## src/rtl/adaptive_anc_engine.sv

```systemverilog
// adaptive_anc_engine: serial LMS adaptive FIR for active noise cancellation.
// Each accepted sample takes TAPS coefficient-update cycles, TAPS MAC cycles and
// one output cycle, so a new sample can be taken every 2*TAPS+2 cycles.
// Build option: define ANC_LEAKAGE_EN for a leaky-LMS coefficient update.
module adaptive_anc_engine #(
  parameter int unsigned TAPS      = 64,
  parameter int unsigned DATA_W    = 16,
  parameter int unsigned COEF_W    = 16,
  parameter int unsigned COEF_FRAC = 10,
  parameter int unsigned MU_SHIFT  = 16
) (
  input  logic                     clk_in,
  input  logic                     rst_in,
  input  logic                     ready_in,
  input  logic signed [DATA_W-1:0] x_in,
  input  logic signed [DATA_W-1:0] e_in,
  input  logic                     nc_en_in,
  output logic signed [DATA_W-1:0] y_out,
  output logic                     done_out,
  output logic                     busy_out,
  output logic                     overrun_out
);

  localparam int unsigned TAP_W      = $clog2(TAPS);
  localparam int unsigned PROD_W     = 2 * DATA_W;
  localparam int unsigned MAC_W      = DATA_W + COEF_W;
  localparam int unsigned ACC_W      = MAC_W + TAP_W;
  localparam int unsigned WIDE_W     = ACC_W + PROD_W;
  localparam int unsigned LEAK_SHIFT = 12;

  typedef enum logic [1:0] {
    S_IDLE,
    S_UPDATE,
    S_FILTER,
    S_OUT
  } state_t;

  state_t                    r_state;
  logic signed [DATA_W-1:0]  r_buf [TAPS];
  logic signed [COEF_W-1:0]  r_w   [TAPS];
  logic [TAP_W-1:0]          r_wr_ptr;
  logic [TAP_W-1:0]          r_k;
  logic signed [DATA_W-1:0]  r_err;
  logic                      r_adapt;
  logic signed [ACC_W-1:0]   r_acc;

  logic [TAP_W-1:0]          w_wr_next;
  logic [TAP_W-1:0]          w_tap_idx;
  logic signed [DATA_W-1:0]  w_x_tap;
  logic signed [COEF_W-1:0]  w_w_cur;
  logic signed [PROD_W-1:0]  w_ex;
  logic signed [COEF_W-1:0]  w_step;
  logic signed [COEF_W-1:0]  w_w_upd;
  logic signed [MAC_W-1:0]   w_prod;
  logic signed [ACC_W-1:0]   w_acc_next;
  logic signed [DATA_W-1:0]  w_y;
  logic                      w_last;

  // Symmetric clamp of a wide signed value into a w-bit signed range (result still wide).
  function automatic logic signed [WIDE_W-1:0] sat_w(input logic signed [WIDE_W-1:0] v,
                                                     input int unsigned w);
    logic signed [WIDE_W-1:0] hi;
    logic signed [WIDE_W-1:0] lo;
    hi = (WIDE_W'(1) <<< (w - 1)) - WIDE_W'(1);
    lo = ~hi;
    if (v > hi) begin
      sat_w = hi;
    end else if (v < lo) begin
      sat_w = lo;
    end else begin
      sat_w = v;
    end
  endfunction

  // Datapath shared by UPDATE and FILTER: tap k is buf[(wr_ptr - k) mod TAPS].
  always_comb begin
    w_wr_next  = r_wr_ptr + TAP_W'(1);
    w_tap_idx  = r_wr_ptr - r_k;
    w_x_tap    = r_buf[w_tap_idx];
    w_w_cur    = r_w[r_k];
    w_ex       = PROD_W'(r_err) * PROD_W'(w_x_tap);
    w_step     = COEF_W'(sat_w(WIDE_W'(w_ex >>> MU_SHIFT), COEF_W));
`ifdef ANC_LEAKAGE_EN
    w_w_upd    = COEF_W'(sat_w(WIDE_W'(w_w_cur) - WIDE_W'(w_w_cur >>> LEAK_SHIFT)
                               + WIDE_W'(w_step), COEF_W));
`else
    w_w_upd    = COEF_W'(sat_w(WIDE_W'(w_w_cur) + WIDE_W'(w_step), COEF_W));
`endif
    w_prod     = MAC_W'(w_w_cur) * MAC_W'(w_x_tap);
    w_acc_next = r_acc + ACC_W'(w_prod);
    w_y        = DATA_W'(sat_w(WIDE_W'(w_acc_next >>> COEF_FRAC), DATA_W));
    w_last     = (r_k == TAP_W'(TAPS - 1));
  end

  // Control FSM with sample buffer, coefficients, accumulator and registered outputs.
  always_ff @(posedge clk_in) begin
    if (!rst_in) begin
      r_state     <= S_IDLE;
      r_wr_ptr    <= '0;
      r_k         <= '0;
      r_err       <= '0;
      r_adapt     <= 1'b0;
      r_acc       <= '0;
      y_out       <= '0;
      done_out    <= 1'b0;
      busy_out    <= 1'b0;
      overrun_out <= 1'b0;
      for (int i = 0; i < int'(TAPS); i++) begin
        r_buf[i] <= '0;
        r_w[i]   <= '0;
      end
    end else begin
      done_out    <= 1'b0;
      overrun_out <= ready_in && (r_state != S_IDLE);
      case (r_state)
        S_IDLE: begin
          if (ready_in) begin
            r_buf[w_wr_next] <= x_in;
            r_wr_ptr         <= w_wr_next;
            r_err            <= e_in;
            r_adapt          <= nc_en_in;
            r_k              <= '0;
            busy_out         <= 1'b1;
            r_state          <= S_UPDATE;
          end
        end
        S_UPDATE: begin
          if (r_adapt) begin
            r_w[r_k] <= w_w_upd;
          end
          r_k <= r_k + TAP_W'(1);
          if (w_last) begin
            r_acc   <= '0;
            r_state <= S_FILTER;
          end
        end
        S_FILTER: begin
          r_acc <= w_acc_next;
          r_k   <= r_k + TAP_W'(1);
          // Final MAC folds straight into y_out so it is visible during OUT.
          if (w_last) begin
            y_out    <= r_adapt ? w_y : '0;
            done_out <= 1'b1;
            r_state  <= S_OUT;
          end
        end
        S_OUT: begin
          busy_out <= 1'b0;
          r_state  <= S_IDLE;
        end
        default: begin
          r_state <= S_IDLE;
        end
      endcase
    end
  end

endmodule

```

## config.mk

```make
export PLATFORM = sky130hd
export DESIGN_NAME = adaptive_anc_engine
export DESIGN_NICKNAME = d
export VERILOG_FILES = /design/src/rtl/adaptive_anc_engine.sv
export SDC_FILE = /design/constraint.sdc
export NUM_CORES = 2
export LEC_CHECK = 0
export ABC_AREA = 1
export BUFFER_PORTS_ARGS = -buffer_cell sky130_fd_sc_hd__buf_2
export CAP_MARGIN = 40
export CELL_PAD_IN_SITES_DETAIL_PLACEMENT = 1
export CELL_PAD_IN_SITES_GLOBAL_PLACEMENT = 2
export CORE_MARGIN = 1
export CORE_UTILIZATION = 48
export CTS_BUF_LIST = sky130_fd_sc_hd__clkbuf_4 sky130_fd_sc_hd__clkbuf_8
export CTS_CLUSTER_SIZE = 14
export DETAILED_ROUTE_END_ITERATION = 10
export GPL_TIMING_DRIVEN = 1
export PLACE_DENSITY_LB_ADDON = 0.12
export SLEW_MARGIN = 20
export SYNTH_ARGS = -nofsm -noshare
export SYNTH_HDL_FRONTEND = slang
export SYNTH_SLANG_ARGS = --single-unit
export TNS_END_PERCENT = 10
```

## constraint.sdc

```tcl
create_clock -name clk_in -period 20.8 [get_ports clk_in]
set_clock_uncertainty 0.15 [all_clocks]
set_input_delay 1.04 -clock clk_in [delete_from_list [all_inputs] [get_ports clk_in]]
set_output_delay 1.04 -clock clk_in [all_outputs]
set_load 0.02 [all_outputs]
```

==> flow_metrics.py <==
metrics = {
    "run_status": {
        "status": "finished, final reports clean",
    },
    "grt": {
        "grt_pass1_wl_um": 621300,
        "met3_usage": 0.05749,
        "busiest_layer": "met2",
        "overflow": 0,
        "grt_util_all_layers": 0.3342,
        "use_met1": 0.4625,
        "grt_pass1_vias": 95893,
        "grt_max_degree": 212,
        "antenna_found_initial": 7,
        "grtUsageMet2": 0.5303,
    },
    "clock_tree": {
        "post_cts_resize_count": 0,
        "cts_setup_buffers": 0,
        "clockRootBuffer": "clkbuf_8",
        "numCtsBuffers": 385,
        "clkSinkCount": 2142,
        "h-tree-depth": 5,
        "clockBufferDepth": 4,
        "clk_latency_ps": 1120,
        "postCtsHoldBufs": 0,
        "cts_tree": "yes",
        "cts.reportedPaths.clkPinSlew_ps": 60,
    },
    "hold_path": {
        "min_path_type": "input port to register",
        "whs_path_depth": 3,
        "hold_end": "r_buf[10][12]$_SDFFCE_PN0P_",
        "worstHoldStart": "x_in[12]",
    },
    "route": {
        "wl_um": 421200,
        "drt_iter0_drc": 9359,
        "drc": 0,
        "avgRoutedWirePerCell_um": 27.90,
        "drt-pass1-iter-count": 5,
        "avgViaCountPerCell": 6.134,
        "ant_nets": 0,
        "vias": 92608,
    },
    "sta": {
        "slew_violations": 0,
        "fmax_mhz": 65.42,
        "hold_viol": 0,
        "period_share": 0.7349,
        "tightest_slew_ps": 1106,
        "setup_viol": 0,
        "maxSlewHeadroom": 0.2629,
        "period_needed_ps": 15290,
        "rsz0062_at_grt": "no",
        "timing.setup.tns_ps": 0,
    },
    "worst_setup_path": {
        "cp.required_ps": 21410,
        "cp.arrival_ps": 15890,
        "crit_slowest_cell": "fa_4",
        "critical_path.max_stage_delay_ps": 1180,
        "rrSetupSlack_ps": 5510,
        "cp_top_family": "adder cells",
        "critPathBufInv": 12,
        "reg2reg_to": "r_w[31][2]$_SDFFCE_PN0P_",
        "worstSetupEndpointType": "register",
        "r2r-start": "r_wr_ptr[0]$_SDFFE_PN0P_",
        "reg2regPathDepth": 49,
        "crit_type": "register to register",
        "worstPathMaxFanout": 211,
        "crit_path_start_kind": "register",
        "cpMostUsedCell": "nand2_1",
    },
    "floorplan": {
        "pin_count": 55,
        "die_height_um": 499.0,
        "num_rows": 182,
        "die-area_um2": 249000,
        "coreArea_um2": 245700,
        "start_util": 0.4825,
        "die_x_um": 499.0,
    },
    "synthesis": {
        "synth_area_leaders": "edfxtp_1 (52%), fa_1 (9.9%), nand2_1 (7.2%), a21oi_1 (6.7%), nor2_1 (5.8%)",
        "syn-num-nets": 12573,
        "synth_compound_gate_area_share": 0.1211,
        "muxShareOfSynthArea": 0,
        "synth.distinct_cells": 63,
        "synth-xor-area-share": 0.004317,
        "synth_simple_gate_area_frac": 0.1525,
        "synth_top_family_by_area": "simple AND/OR/NAND/NOR gates",
        "syn_area_um2": 118500,
        "synthAdderAreaFrac": 0.1218,
        "postSynthAreaPerCell_um2": 10.10,
        "synth_async_sr_flop_share": 0,
        "synth_warnings": 0,
        "synth-edff-count": 2048,
        "synthFlopType": "edfxtp_1",
        "synth_top_area_share": 0.5188,
        "syn_inst": 11735,
        "synth-seq-area-share": 0.5347,
        "ys_ff_latch": 2142,
        "synth_top_cell_by_area": "edfxtp_1",
    },
    "layout": {
        "area_delta_synth_final_pct": 9.477,
        "final_common_cell": "nand2_1",
        "layout_common_cells": "nand2_1 (2277), edfxtp_1 (2048), nor2_1 (1830)",
        "nets": 12429,
        "layout-drive-gt1-share": 0.09664,
    },
    "place": {
        "port_buffers": 54,
        "routabilityCongestion": 0.8934,
        "dp_hpwl_um": 270200,
    },
    "flow_run": {
        "maxCapViolCount": 0,
    },
}
[worst max path at each step]
| stage | startpoint | to | slack (ps) | cells after the start |
|---|---|---|---|---|
| floorplan | r_wr_ptr[0]$_SDFFE_PN0P_ | r_w[0][2]$_SDFFCE_PN0P_ | 11030 | 50 |
| global placement | r_k[0]$_SDFFE_PN0P_ | r_w[60][9]$_SDFFCE_PN0P_ | 5300 | 42 |
| detailed placement | r_wr_ptr[0]$_SDFFE_PN0P_ | r_w[6][13]$_SDFFCE_PN0P_ | 5730 | 53 |
| CTS | r_wr_ptr[0]$_SDFFE_PN0P_ | r_w[52][10]$_SDFFCE_PN0P_ | 5650 | 52 |
| global route | r_wr_ptr[0]$_SDFFE_PN0P_ | r_w[52][10]$_SDFFCE_PN0P_ | 5000 | 51 |
| finish | r_wr_ptr[0]$_SDFFE_PN0P_ | r_w[31][2]$_SDFFCE_PN0P_ | 5510 | 49 |
[registers in the layout, summed over array words and instances (netlist names), named ones only]
name,cells
r_state,2
done_out,1
r_k,6
y_out,16
r_acc,38
r_wr_ptr,6
busy_out,1
r_w,1024
r_buf,1024
r_err,16
r_adapt,1
overrun_out,1
[logic make-up after synthesis]
logic type	Yosys count
flip-flops	2142
adder cells (fa/ha/maj)	802
AND/OR/NAND/NOR	4582
buffers and inverters	1765
AO/OA/AOI/OAI	2389
XOR/XNOR	55
[cell usage after synthesis (all sizes together) (5+ instances only)]
| library cell | n |
|---|---|
| a21oi | 1583 |
| a221o | 9 |
| a221oi | 336 |
| a32o | 118 |
| buf | 507 |
| clkbuf | 415 |
| clkinv | 26 |
| dfxtp | 94 |
| edfxtp | 2048 |
| fa | 587 |
| ha | 215 |
| inv | 817 |
| nand2 | 2348 |
| nand3 | 250 |
| nand3b | 5 |
| nand4 | 14 |
| nor2 | 1853 |
| nor3 | 90 |
| nor4 | 8 |
| o211ai | 17 |
| o21ai | 180 |
| o21bai | 8 |
| o221ai | 46 |
| o22ai | 14 |
| o311ai | 28 |
| o31ai | 28 |
| or2 | 8 |
| xnor2 | 20 |
| xor2 | 35 |
[worst reg2reg max path, delay by kind of cell, from the launching register on]
family                     cells  cell delay, ps
DFF                            1             390
xor gates and xnor gates       1             170
adders and majority gates     10            5240
buffers and inverters         12            3980
AOI/OAI and AO/OA             12            2550
and+or+nand+nor               14            2460
[cell type report]
| class | count | area [µm²] |
|---|---|---|
| Fill cell | 26779 | 115900 |
| Sequential cell | 2142 | 63390 |
| Multi-Input combinational cell | 7828 | 47630 |
| Clock buffer | 539 | 6511 |
| Timing Repair Buffer | 391 | 4302 |
| Tap cell | 3220 | 4029 |
| Inverter | 843 | 3219 |
| Clock inverter | 126 | 673.1 |
| Antenna cell | 8 | 20.02 |
[per-layer routing]
layer,vias to the layer above,part of all wire
met5,-,0
met2,3804,0.46
met3,738,0.082
li1,39855,-
met1,48211,0.42
met4,0,0.036
[stage by stage]
stage | util | worst slack [ps] | instance area [µm²] | hold WS [ps] | instances
global route | 0.5281 | 5000 | 129800 | 91.92 | 15092
floorplan | - | 11030 | 118500 | 295.3 | 11735
global placement | 0.4880 | 5295 | 119900 | 302.4 | 14253
detailed placement | 0.4940 | 5735 | 121400 | 309.6 | 14340
CTS | 0.5233 | 5648 | 128600 | 18.14 | 15005
finish | 0.5282 | 5515 | 129800 | 125.7 | 15097
Power is not shown: default switching activity piles up to over one toggle a cycle in this logic, so the estimate is an artifact.
